## src/rtl/seven_segment_digit_scanner.sv

```systemverilog
// seven_segment_digit_scanner
//   Time-multiplexes NUM_DIGITS packed nibbles onto one shared, registered
//   hex-to-7-segment decoder. Each digit owns a slot of REFRESH_DIV cycles.
//   The first DEAD_CYCLES cycles of a slot are dark to suppress ghosting.
//   New values are adopted only at frame boundaries.
//
//   Optional feature: define LEADING_ZERO_BLANK_EN to suppress leading-zero
//   digits. When it is undefined, o_blank is tied to 0 and the port list is
//   unchanged.
//
// Ports
//   i_clk         system clock, rising edge
//   i_rst         synchronous reset, active-high
//   i_value       packed nibbles, [3:0] = digit 0 (rightmost)
//   i_load        single-cycle strobe capturing i_value
//   o_binary_num  nibble for the current slot (feeds decoder i_binary_num)
//   o_digit_sel   one-hot digit enable, one cycle behind o_binary_num
//   o_blank       current slot is blanked (same alignment as o_digit_sel)
//   o_frame_done  one-cycle pulse after the last digit slot ends

module seven_segment_digit_scanner #(
    parameter int unsigned NUM_DIGITS  = 4,
    parameter int unsigned REFRESH_DIV = 1000,
    parameter int unsigned DEAD_CYCLES = 8
) (
    input  logic                    i_clk,
    input  logic                    i_rst,
    input  logic [4*NUM_DIGITS-1:0] i_value,
    input  logic                    i_load,
    output logic [3:0]              o_binary_num,
    output logic [NUM_DIGITS-1:0]   o_digit_sel,
    output logic                    o_blank,
    output logic                    o_frame_done
);

    localparam int unsigned CntW = (REFRESH_DIV > 2) ? $clog2(REFRESH_DIV) : 1;
    localparam int unsigned IdxW = (NUM_DIGITS > 2) ? $clog2(NUM_DIGITS) : 1;

    localparam logic [CntW-1:0]       CntLast  = CntW'(REFRESH_DIV - 1);
    localparam logic [CntW-1:0]       CntDead  = CntW'(DEAD_CYCLES);
    localparam logic [IdxW-1:0]       IdxLast  = IdxW'(NUM_DIGITS - 1);
    localparam logic [NUM_DIGITS-1:0] DigitOne = NUM_DIGITS'(1);

    if (NUM_DIGITS < 2 || NUM_DIGITS > 8) begin : g_bad_num_digits
        $error("NUM_DIGITS must be in 2..8");
    end
    if (REFRESH_DIV < 2) begin : g_bad_refresh_div
        $error("REFRESH_DIV must be at least 2");
    end
    if (DEAD_CYCLES >= REFRESH_DIV) begin : g_bad_dead_cycles
        $error("DEAD_CYCLES must be less than REFRESH_DIV");
    end

    logic [CntW-1:0]         cnt_q, cnt_d;
    logic [IdxW-1:0]         idx_q, idx_d;
    logic [4*NUM_DIGITS-1:0] shadow_q, shadow_d;
    logic [4*NUM_DIGITS-1:0] pending_q, pending_d;
    logic                    pend_v_q, pend_v_d;
    logic [3:0]              binary_num_q, binary_num_d;
    logic [NUM_DIGITS-1:0]   digit_sel_q, digit_sel_d;
    logic                    blank_q, blank_d;
    logic                    frame_done_q, frame_done_d;

    logic                    slot_end;
    logic                    frame_wrap;
    logic [NUM_DIGITS-1:0]   blank_vec;
    logic                    slot_blank;

    // Per-digit blank flags, derived from the frame currently on display.
    always_comb begin
        blank_vec = '0;
`ifdef LEADING_ZERO_BLANK_EN
        begin
            logic zero_above;
            zero_above = 1'b1;
            // Walk from the most significant digit down; a digit is blank while
            // it and everything above it is zero. Digit 0 is always shown.
            for (int k = int'(NUM_DIGITS) - 1; k >= 0; k--) begin
                zero_above = zero_above & (shadow_q[4*k +: 4] == 4'h0);
                if (k != 0) begin
                    blank_vec[k] = zero_above;
                end
            end
        end
`endif
    end

    assign slot_blank = blank_vec[idx_q];

    always_comb begin
        slot_end   = (cnt_q == CntLast);
        frame_wrap = slot_end && (idx_q == IdxLast);

        cnt_d = slot_end ? '0 : cnt_q + CntW'(1);

        idx_d = idx_q;
        if (slot_end) begin
            idx_d = (idx_q == IdxLast) ? '0 : idx_q + IdxW'(1);
        end

        shadow_d  = shadow_q;
        pending_d = pending_q;
        pend_v_d  = pend_v_q;

        if (frame_wrap) begin
            // A load on the wrap cycle goes straight to the display so digit 0
            // of the next frame already shows it.
            if (i_load) begin
                shadow_d = i_value;
                pend_v_d = 1'b0;
            end else if (pend_v_q) begin
                shadow_d = pending_q;
                pend_v_d = 1'b0;
            end
        end else if (i_load) begin
            pending_d = i_value;
            pend_v_d  = 1'b1;
        end

        // Nibble tracks the new index and new shadow on the same edge.
        binary_num_d = shadow_d[{idx_d, 2'b00} +: 4];

        // Enables lag the nibble by one cycle to match the decoder latency.
        digit_sel_d = ((cnt_q >= CntDead) && !slot_blank) ? (DigitOne << idx_q) : '0;
        blank_d     = slot_blank;

        frame_done_d = frame_wrap;
    end

    always_ff @(posedge i_clk) begin
        if (i_rst) begin
            cnt_q        <= '0;
            idx_q        <= '0;
            shadow_q     <= '0;
            pending_q    <= '0;
            pend_v_q     <= 1'b0;
            binary_num_q <= '0;
            digit_sel_q  <= '0;
            blank_q      <= 1'b0;
            frame_done_q <= 1'b0;
        end else begin
            cnt_q        <= cnt_d;
            idx_q        <= idx_d;
            shadow_q     <= shadow_d;
            pending_q    <= pending_d;
            pend_v_q     <= pend_v_d;
            binary_num_q <= binary_num_d;
            digit_sel_q  <= digit_sel_d;
            blank_q      <= blank_d;
            frame_done_q <= frame_done_d;
        end
    end

    assign o_binary_num = binary_num_q;
    assign o_digit_sel  = digit_sel_q;
    assign o_blank      = blank_q;
    assign o_frame_done = frame_done_q;

endmodule
```

## config.mk

```make
export PLATFORM = sky130hd
export DESIGN_NAME = seven_segment_digit_scanner
export DESIGN_NICKNAME = d
export VERILOG_FILES = /design/src/rtl/seven_segment_digit_scanner.sv
export SDC_FILE = /design/constraint.sdc
export NUM_CORES = 1
export LEC_CHECK = 0
export ABC_AREA = 1
export BUFFER_PORTS_ARGS = -buffer_cell sky130_fd_sc_hd__buf_2
export CORE_MARGIN = 2
export CORE_UTILIZATION = 25
export CTS_CLUSTER_DIAMETER = 150
export DETAILED_ROUTE_END_ITERATION = 7
export PLACE_DENSITY_LB_ADDON = 0.1
export SYNTH_ARGS = -nofsm -noshare
export SYNTH_HDL_FRONTEND = slang
export SYNTH_SLANG_ARGS = --single-unit
```

## constraint.sdc

```tcl
create_clock -name i_clk -period 1.44 [get_ports i_clk]
set_input_delay 0.216 -clock i_clk [delete_from_list [all_inputs] [get_ports i_clk]]
set_output_delay 0.216 -clock i_clk [all_outputs]
set_load 0.01 [all_outputs]
```

==> results of run 1 <==
[cell families (layout without fill, tap and decap cells)]
group / after synthesis / in the layout / synth area share (%)
XOR/XNOR: 1 / 1 / 0.3377
AO/OA/AOI/OAI: 52 / 52 / 11.67
adder cells (fa/ha/maj): 3 / 3 / 1.447
other: 1 / 1 / 0.1446
AND/OR/NAND/NOR: 209 / 212 / 35.79
buffers and inverters: 52 / 153 / 8.152
multiplexers: 2 / 2 / 0.7719
flip-flops: 54 / 54 / 41.68
[synthesized netlist by cell type (all sizes together)]
| master | n | area, um^2 |
|---|---|---|
| a211oi | 3 | 22.52 |
| a21oi | 20 | 100.1 |
| a221oi | 5 | 43.79 |
| a41oi | 1 | 8.760 |
| and3 | 1 | 6.260 |
| buf | 8 | 46.30 |
| clkbuf | 5 | 18.77 |
| clkinv | 1 | 3.750 |
| conb | 1 | 3.750 |
| dfxtp | 54 | 1081 |
| ha | 3 | 37.54 |
| inv | 38 | 142.6 |
| mux2i | 2 | 20.02 |
| nand2 | 99 | 376.6 |
| nand3 | 31 | 167.7 |
| nand3b | 5 | 37.54 |
| nand4 | 4 | 31.28 |
| nor2 | 60 | 256.5 |
| nor3 | 5 | 25.02 |
| nor3b | 2 | 15.01 |
| o21ai | 19 | 98.84 |
| o21bai | 3 | 22.52 |
| o22ai | 1 | 6.260 |
| or2 | 2 | 12.51 |
| xor2 | 1 | 8.760 |
[cell usage in the layout (no fill, tap or decap), types with 3 or more instances in the layout]
| cell | count |
|---|---|
| nor3_2 | 3 |
| a211oi_1 | 3 |
| nand2_4 | 12 |
| nand4_1 | 3 |
| buf_4 | 62 |
| a21oi_1 | 15 |
| dfxtp_1 | 52 |
| nand2_1 | 66 |
| nor2_2 | 3 |
| o21ai_2 | 6 |
| buf_2 | 27 |
| o21ai_0 | 11 |
| buf_6 | 15 |
| o21bai_1 | 3 |
| a221oi_2 | 5 |
| nor2_1 | 52 |
| nand2_2 | 21 |
| inv_1 | 35 |
| a21oi_2 | 5 |
| nand3b_1 | 5 |
| inv_2 | 3 |
| clkbuf_8 | 8 |
| nand3_1 | 28 |
| nor2_4 | 6 |
[repair_timing]
action / CTS / global route
cloned: 3 / 1
setup endpoints to repair: 43 / 47
setup buffers: 8 / 7
pin swaps: 18 / 16
gates resized for setup: 62 / 35
[path summary, 6_finish.rpt]
kind | startpoint | end | slack (ns) | depth (start not counted)
worst max-delay path | cnt_q[0]$_SDFF_PP0_ | o_binary_num[2]$_SDFF_PP0_ | -0.25 | 11
worst min register to register | pending_q[9]$_SDFFE_PP0P_ | pending_q[9]$_SDFFE_PP0P_ | 0.46 | 2
worst max register to register | cnt_q[0]$_SDFF_PP0_ | o_binary_num[2]$_SDFF_PP0_ | -0.25 | 11
worst min-delay path | i_value[0] | pending_q[0]$_SDFFE_PP0P_ | 0.19 | 3
[critical path, delay by kind of cell, from the launching register on]
| kind | cells | cell delay [ns] |
|---|---|---|
| fa+ha+maj | 1 | 0.16 |
| buf+inv | 1 | 0.17 |
| flops | 1 | 0.37 |
| simple gates | 9 | 0.90 |
[state kept, by name (all words and copies together) (netlist names)]
register	count
o_binary_num	4
shadow_q	16
cnt_q	10
o_frame_done	1
pending_q	16
o_digit_sel	4
pend_v_q	1
idx_q	2
[power breakdown]
group	switching, W	leakage, nW	internal [W]
Combinational	0.000192	1.27	0.000149
Sequential	0.0000204	0.440	0.00153
Clock	0.000518	0.0575	0.000488
[metal layers]
metal / wire length [um] / vias up / share of wire (%)
li1: - / 1409 / -
met1: 4204 / 1251 / 51
met2: 3836 / 26 / 46
met3: 190 / 7 / 2.3
met4: 74 / 0 / 0.89
met5: 0 / - / 0
[area by class of cell]
class                      instances  area share, %
clock buffer                       8          2.785
sequential                        54          27.41
timing repair buffer             106          20.47
multi-input combinational        271          41.33
inverter                          39          3.703
tap                              136          4.304
[through the flow]
step | area [um^2] | power (W) | utilization [%]
after CTS | 3796 | 0.002938 | 37.27
after detailed placement | 3352 | 0.001868 | 32.91
after global placement | 3352 | 0.001868 | 32.91
after global routing | 3954 | 0.003040 | 38.82
final | 3954 | 0.002897 | 38.82
after floorplan | 2619 | 0.001733 | -
==> impl_metrics.env, run 1 <==
export IMPL_dp_cells=588
export IMPL_synthToLayoutAreaGrowth_pct=52.44
export IMPL_die_w_um=105.9
export IMPL_clock_sinks=54
export IMPL_hold_worst_slack_ns=0.1859
export IMPL_clkSlewWorstSetupHoldPaths_ns=0.10
export IMPL_wire_per_inst_um=13.53
export IMPL_syn_cell_area_um2=2594
export IMPL_synthesis_area_per_instance_um2=6.935
export IMPL_vias=2693
export IMPL_post_route_min_period_ns=1.693
export IMPL_cp_slowest_cell="dfxtp_2"
export IMPL_critPathMaxStageDelay_ns=0.37
export IMPL_met3_usage_pct=2.350
export IMPL_diodes=0
export IMPL_hp_class="in2reg"
export IMPL_cp_required_ns=1.65
export IMPL_ys_seq_elements=54
export IMPL_criticalPathCategory="reg2reg"
export IMPL_start_util_pct=25.47
export IMPL_drt_total_wl_um=8305
export IMPL_vdd_drop_max_mv=0.5056
export IMPL_crit_fanout=7
export IMPL_fmaxAchievable_ghz=0.5908
export IMPL_rsz0062_at_grt="yes"
export IMPL_finalSetupViolCount=41
export IMPL_failed_checks="negative setup slack"
export IMPL_cp_arrival_ns=1.90
export IMPL_cap_viol_max_count=0
export IMPL_status="finished with violations"
export IMPL_antenna_found_initial=0
export IMPL_port_buffers=27
export IMPL_fin_crit_sh_pct=117.5
export IMPL_finalWorstSetupSlack_ns=-0.2527
export IMPL_cp_end_kind="flip-flop"
export IMPL_ant_nets=0
export IMPL_gp_congestion=0.7562
export IMPL_p_per_area_nw_per_um2=732.8
export IMPL_grt_usage_pct=15.19
export IMPL_htreeDepth=2
export IMPL_avgViaCountPerCell=4.386
export IMPL_clk_insertion_delay_late_ns=0.31
export IMPL_path_cells="ha_4 > nand2_4 > nor2_4 > nand3_4 > buf_6 > nor2_4 > nand2_1 > nand3_1 > nand3_1 > nand2_1 > nor2_1"
export IMPL_drive_above_1_share_pct=39.75
export IMPL_rows=37
export IMPL_first_pass_iters=4
export IMPL_clock_path_buffers=2
export IMPL_io_pins=29
export IMPL_grt_util_met2_pct=24.61
export IMPL_skew_ns=0.007242
export IMPL_ys_types=36
export IMPL_cts_tree="built"
export IMPL_top_usage_layer="met2"
export IMPL_tns_ns=-4.255
export IMPL_core_area_um2=10180
export IMPL_fill_cells=1127
export IMPL_grt_first_pass_wirelength_um=13370
export IMPL_synth_warnings=0
export IMPL_hpwl_um=5709
export IMPL_worstSetupStartpointType="flip-flop"
export IMPL_seqCellArea_um2=1084
export IMPL_finalNonFillerCells=614
export IMPL_synth_nets=396
export IMPL_drt_iter0_drc=81
export IMPL_cts_root_buf="clkbuf_8"
export IMPL_grt_pass1_vias=2606
export IMPL_finalHoldViolCount=0
export IMPL_synthCells=374
export IMPL_drc=0
export IMPL_die_height_um=105.9
export IMPL_use_met1_pct=21.40
export IMPL_cts_buffers=5
export IMPL_post_place_ws_ns=-0.2752
export IMPL_die_area_um2=11210
export IMPL_seq_area_frac_synth_pct=41.68
export IMPL_overflow=0
export IMPL_maxSlewViolCount=0
export IMPL_multi_input_area_um2=1634
export IMPL_p_leak_nw=1.764
export IMPL_grt_max_degree=21
export IMPL_layout_nets=499
export IMPL_ctsHoldBuffers=0
Note: power is estimated with default switching activity, not from simulation.
==> inputs of run 2 (changes only) <==
- BUFFER_PORTS_ARGS: -buffer_cell sky130_fd_sc_hd__buf_2 -> -buffer_cell sky130_fd_sc_hd__clkbuf_2
- PLACE_DENSITY: unset -> 0.41
- PLACE_DENSITY_LB_ADDON: 0.1 -> unset
==> impl_metrics.env, run 2 (same netlist as run 1, synthesis figures left out) <==
export IMPL_final_common_cell="nand2_1"
export IMPL_die_area_um2=11210
export IMPL_power_total_w=0.002822
export IMPL_dp_cells=578
export IMPL_core_area_um2=10180
export IMPL_gp_congestion=0.7671
export IMPL_die_height_um=105.9
export IMPL_ctsHoldBuffers=0
export IMPL_cap_viol_max_count=0
export IMPL_rr_endpoint="o_binary_num[3]$_SDFF_PP0_"
export IMPL_antenna_found_initial=0
export IMPL_finalWorstSetupSlack_ns=-0.2184
export IMPL_p_leak_nw=1.710
export IMPL_grt_max_degree=20
export IMPL_io_pins=29
export IMPL_ant_nets=0
export IMPL_clock_path_buffers=2
export IMPL_layout_nets=489
export IMPL_grt_pass1_vias=2616
export IMPL_tns_ns=-3.642
export IMPL_cts_buffers=5
export IMPL_first_pass_iters=5
export IMPL_criticalPathCategory="reg2reg"
export IMPL_r2r_cells=11
export IMPL_clk_insertion_delay_late_ns=0.34
export IMPL_cp_end_kind="flip-flop"
export IMPL_crit_fanout=9
export IMPL_wire_per_inst_um=13.03
export IMPL_drt_total_wl_um=7868
export IMPL_worstSetupStartpointType="flip-flop"
export IMPL_hp_class="in2reg"
export IMPL_port_buffers=27
export IMPL_diodes=0
export IMPL_grt_first_pass_wirelength_um=12820
export IMPL_top_regs="pending_q (16), shadow_q (16), cnt_q (10)"
export IMPL_drt_iter0_drc=96
export IMPL_drc=0
export IMPL_finalHoldViolCount=0
export IMPL_use_met1_pct=19.76
export IMPL_die_w_um=105.9
export IMPL_synthToLayoutAreaGrowth_pct=47.13
export IMPL_fin_crit_sh_pct=115.2
export IMPL_failed_checks="negative setup slack"
export IMPL_clkSlewWorstSetupHoldPaths_ns=0.13
export IMPL_start_util_pct=25.47
export IMPL_fmaxAchievable_ghz=0.6030
export IMPL_htreeDepth=2
export IMPL_final_cell_mix="70 x nand2_1, 54 x buf_4, 51 x nor2_1, 51 x dfxtp_1, 34 x inv_1"
export IMPL_cp_endpoint="o_binary_num[3]$_SDFF_PP0_"
export IMPL_cts_root_buf="clkbuf_8"
export IMPL_met3_usage_pct=2.721
export IMPL_overflow=0
export IMPL_status="finished with violations"
export IMPL_worst_r2r_startpoint="cnt_q[1]$_SDFF_PP0_"
export IMPL_finalNonFillerCells=604
export IMPL_maxSlewViolCount=0
export IMPL_cts_tree="built"
export IMPL_rsz0062_at_grt="yes"
export IMPL_rows=37
export IMPL_critPathLaunch="cnt_q[1]$_SDFF_PP0_"
export IMPL_cp_required_ns=1.71
export IMPL_vdd_drop_max_mv=0.3985
export IMPL_vias=2659
export IMPL_rrSetupSlack_ns=-0.22
export IMPL_skew_ns=0.01967
export IMPL_cp_arrival_ns=1.93
export IMPL_post_route_min_period_ns=1.658
export IMPL_avgViaCountPerCell=4.402
export IMPL_grt_util_met2_pct=23.32
export IMPL_finalSetupViolCount=33
export IMPL_hpwl_um=5462
export IMPL_drive_above_1_share_pct=38.46
export IMPL_top_usage_layer="met2"
export IMPL_p_per_area_nw_per_um2=739.5
export IMPL_clock_sinks=54
export IMPL_grt_usage_pct=14.52
==> run 2: cell types whose count changed in the layout (fill, tap and decap cells not counted), moves of 3 or more <==
cell	delta
nand2_1	+4
o21ai_2	-3
a211oi_1	-3
clkbuf_8	-3
buf_4	-8
a211oi_2	+3
clkbuf_2	+27
buf_2	-26
==> run 2: timing repair <==
| action | in CTS | in global routing |
|---|---|---|
| gates resized for setup | 21 | 70 |
| gates cloned | 1 | 1 |
| setup endpoints to repair | 34 | 48 |
| pin swaps | 6 | 15 |
| buffers inserted | 4 | 12 |
==> run 2: metrics by stage <==
step           utilization, %  worst slack, ns  instance area, um^2  hold slack [ns]
5_1_grt                 37.47          -0.3173                 3816           0.1443
3_5_place_dp            32.05          -0.2459                 3264           0.4434
2_1_floorplan               -         -0.08369                 2619           0.3841
4_1_cts                 34.18          -0.2096                 3481           0.1299
6_report                37.47          -0.2184                 3816           0.1301
3_3_place_gp            32.05          -0.2041                 3264           0.4460
==> run 2: per-layer routing <==
layer,vias to the layer above,wire (um)
met1,1214,3823
li1,1386,-
met3,12,323
met2,47,3604
met4,0,118
met5,-,0
==> run 2: worst min-delay path by stage <==
| stage | slack (ns) | depth (start not counted) | start | endpoint |
|---|---|---|---|---|
| floorplan | 0.38 | 2 | i_value[10] | pending_q[10]$_SDFFE_PP0P_ |
| global placement | 0.45 | 2 | pending_q[9]$_SDFFE_PP0P_ | pending_q[9]$_SDFFE_PP0P_ |
| detailed placement | 0.44 | 2 | pending_q[0]$_SDFFE_PP0P_ | pending_q[0]$_SDFFE_PP0P_ |
| CTS | 0.13 | 3 | i_value[10] | pending_q[10]$_SDFFE_PP0P_ |
| global route | 0.14 | 3 | i_value[1] | pending_q[1]$_SDFFE_PP0P_ |
| finish | 0.13 | 3 | i_value[1] | pending_q[1]$_SDFFE_PP0P_ |
==> run 2: power by group <==
group          leakage (nW)  switching [W]  internal (W)
clock                0.0491       0.000601      0.000360
sequential            0.441      0.0000204       0.00153
combinational          1.22       0.000177      0.000131
==> run 2: critical path: stages, from the launching register on <==
cell and delay, ns:
dfxtp_2 0.35, ha_4 0.18, nand2_4 0.07, nor2_4 0.04
buf_4 0.14, buf_4 0.12, nand4_1 0.12, nand2_4 0.12
buf_4 0.15, nor2_2 0.11, nand2_1 0.06, a21oi_1 0.13
==> run 2: cell type report <==
type	instances	area (um^2)
flip-flops and latches	54	1085
well taps	136	170.2
inverters	39	146.4
fillers	1115	6369
clock inverters	3	26.28
repair buffers	98	738.2
clock buffers	5	68.82
multi-input cells	269	1582
==> inputs of run 3 (changes only) <==
- BUFFER_PORTS_ARGS: -buffer_cell sky130_fd_sc_hd__clkbuf_2 -> -buffer_cell sky130_fd_sc_hd__buf_2
==> impl_metrics.env, run 3 (same netlist as run 1, synthesis figures left out) <==
export IMPL_p_comb_share_pct=10.5
export IMPL_r2r_cells=11
export IMPL_ant_nets=0
export IMPL_core_area_um2=10180
export IMPL_worstSetupStartpointType="flip-flop"
export IMPL_rows=37
export IMPL_vias=2708
export IMPL_final_cell_mix="66 x nand2_1, 59 x buf_4, 51 x nor2_1"
export IMPL_diodes=0
export IMPL_hp_class="in2reg"
export IMPL_placed_cell_area_um2=3287
export IMPL_first_pass_iters=4
export IMPL_cts_buffers=5
export IMPL_cap_viol_max_count=0
export IMPL_fin_area_um2=3985
export IMPL_clock_path_buffers=2
export IMPL_cp_endpoint="o_binary_num[2]$_SDFF_PP0_"
export IMPL_power_total_w=0.003159
export IMPL_gp_congestion=0.7818
export IMPL_drt_iter0_drc=66
export IMPL_grt_first_pass_wirelength_um=12710
export IMPL_criticalPathCategory="reg2reg"
export IMPL_ctsHoldBuffers=0
export IMPL_die_height_um=105.9
export IMPL_grt_pass1_vias=2579
export IMPL_drc=0
export IMPL_fmaxAchievable_ghz=0.6046
export IMPL_die_w_um=105.9
export IMPL_wire_per_inst_um=13.07
export IMPL_htreeDepth=2
export IMPL_post_route_min_period_ns=1.654
export IMPL_grt_usage_pct=14.44
export IMPL_vdd_drop_max_mv=0.5520
export IMPL_power_switching_w=0.0007382
export IMPL_drt_total_wl_um=7947
export IMPL_cp_required_ns=1.66
export IMPL_cts_root_buf="clkbuf_8"
export IMPL_critPathLaunch="cnt_q[0]$_SDFF_PP0_"
export IMPL_layout_nets=493
export IMPL_met3_usage_pct=3.092
export IMPL_avgViaCountPerCell=4.454
export IMPL_finalWorstSetupSlack_ns=-0.2140
export IMPL_maxSlewViolCount=0
export IMPL_p_clk_share_pct=40.3
export IMPL_rsz0062_at_grt="yes"
export IMPL_multi_input_area_um2=1658
export IMPL_overflow=0
export IMPL_port_buffers=27
export IMPL_status="finished with violations"
export IMPL_skew_ns=0.01242
export IMPL_die_area_um2=11210
export IMPL_start_util_pct=25.47
export IMPL_path_cells="ha_4 > nand2_4 > nor2_4 > nand3_4 > nor2_8 > buf_12 > nand2_2 > nand3_1 > nand3_2 > nand2_1 > nor2_1"
export IMPL_cts_tree="built"
export IMPL_grt_max_degree=22
export IMPL_fill_cells=1094
export IMPL_hpwl_um=5453
export IMPL_critPathMaxStageDelay_ns=0.37
export IMPL_top_usage_layer="met2"
export IMPL_worst_r2r_startpoint="cnt_q[0]$_SDFF_PP0_"
export IMPL_seq_power_share_pct=49.2
export IMPL_rrSetupSlack_ns=-0.21
export IMPL_cp_slowest_cell="dfxtp_2"
export IMPL_io_pins=29
export IMPL_clock_sinks=54
export IMPL_clkSlewWorstSetupHoldPaths_ns=0.11
export IMPL_failed_checks="negative setup slack"
export IMPL_finalHoldViolCount=0
export IMPL_top_regs="pending_q (16), shadow_q (16), cnt_q (10)"
export IMPL_use_met1_pct=18.86
export IMPL_drive_above_1_share_pct=42.58
export IMPL_seqCellArea_um2=1089
export IMPL_p_leak_nw=1.759
export IMPL_final_common_cell="nand2_1"
export IMPL_fin_crit_sh_pct=114.9
export IMPL_finalSetupViolCount=37
export IMPL_grt_util_met2_pct=23.87
export IMPL_netSwitchingFraction_pct=23.37
export IMPL_crit_fanout=6
export IMPL_p_per_area_nw_per_um2=792.6
export IMPL_clk_insertion_delay_late_ns=0.32
export IMPL_rr_endpoint="o_binary_num[2]$_SDFF_PP0_"
export IMPL_antenna_found_initial=0
export IMPL_cp_end_kind="flip-flop"
export IMPL_intPower_w=0.002420
export IMPL_synthToLayoutAreaGrowth_pct=53.64
export IMPL_cp_arrival_ns=1.87
==> run 3: area by class of cell <==
cell class                 count  share of cell area (%)
clock inverter                 2                   1.507
sequential                    54                   27.32
clock buffer                   6                   2.072
tap                          136                   4.270
inverter                      39                   3.673
timing repair buffer         102                   19.56
multi-input combinational    269                   41.60
==> run 3: worst min path at each step <==
stage                                  to  cells past startpoint                 startpoint  slack [ns]
6_report        pending_q[3]$_SDFFE_PP0P_                      3                 i_value[3]        0.17
3_5_place_dp    pending_q[0]$_SDFFE_PP0P_                      2  pending_q[0]$_SDFFE_PP0P_        0.45
2_1_floorplan  pending_q[10]$_SDFFE_PP0P_                      2                i_value[10]        0.38
5_1_grt         pending_q[3]$_SDFFE_PP0P_                      3                 i_value[3]        0.16
4_1_cts         pending_q[3]$_SDFFE_PP0P_                      3                 i_value[3]        0.15
3_3_place_gp    pending_q[9]$_SDFFE_PP0P_                      2  pending_q[9]$_SDFFE_PP0P_        0.45
==> run 3: what timing repair did <==
action | in CTS | in global routing
buffers inserted | 10 | 8
pin swaps | 16 | 20
gates cloned | 1 | 1
endpoints found under the setup margin | 34 | 48
gates resized for setup | 37 | 73
==> run 3: stage by stage <==
| step | cells | TNS, ns | util (%) | hold slack, ns | worst slack [ns] |
|---|---|---|---|---|---|
| 6_report | 608 | -3.119 | 39.13 | 0.1655 | -0.2140 |
| 5_1_grt | 608 | -6.405 | 39.13 | 0.1635 | -0.3131 |
| 4_1_cts | 599 | -3.155 | 35.69 | 0.1484 | -0.2008 |
| 3_5_place_dp | 581 | -3.365 | 32.27 | 0.4533 | -0.2598 |
| 3_3_place_gp | 581 | -2.443 | 32.27 | 0.4504 | -0.2099 |
| 2_1_floorplan | 374 | -0.3202 | - | 0.3841 | -0.08369 |
==> run 3: metal layers <==
metal / routed length [um] / part of all wire [%]
met1: 3859 / 49
met2: 3759 / 47
met3: 213 / 2.7
met4: 114 / 1.4
met5: 0 / 0
==> run 3: power groups by stage <==
stage | combinational [W] | sequential, W | clock [W]
6_report | 0.000332 | 0.00155 | 0.00127
3_3_place_gp | 0.000271 | 0.00159 | 0
5_1_grt | 0.000369 | 0.00156 | 0.00136
2_1_floorplan | 0.000149 | 0.00158 | 0
4_1_cts | 0.000285 | 0.00155 | 0.00131
3_5_place_dp | 0.000271 | 0.00159 | 0
==> run 3: worst max-delay path: cells and delay by family, from the launching register on <==
kind / cells / cell delay, ns
adder cells (fa/ha/maj): 1 / 0.16
flip-flops: 1 / 0.37
buffers and inverters: 1 / 0.15
AND/OR/NAND/NOR: 9 / 0.87
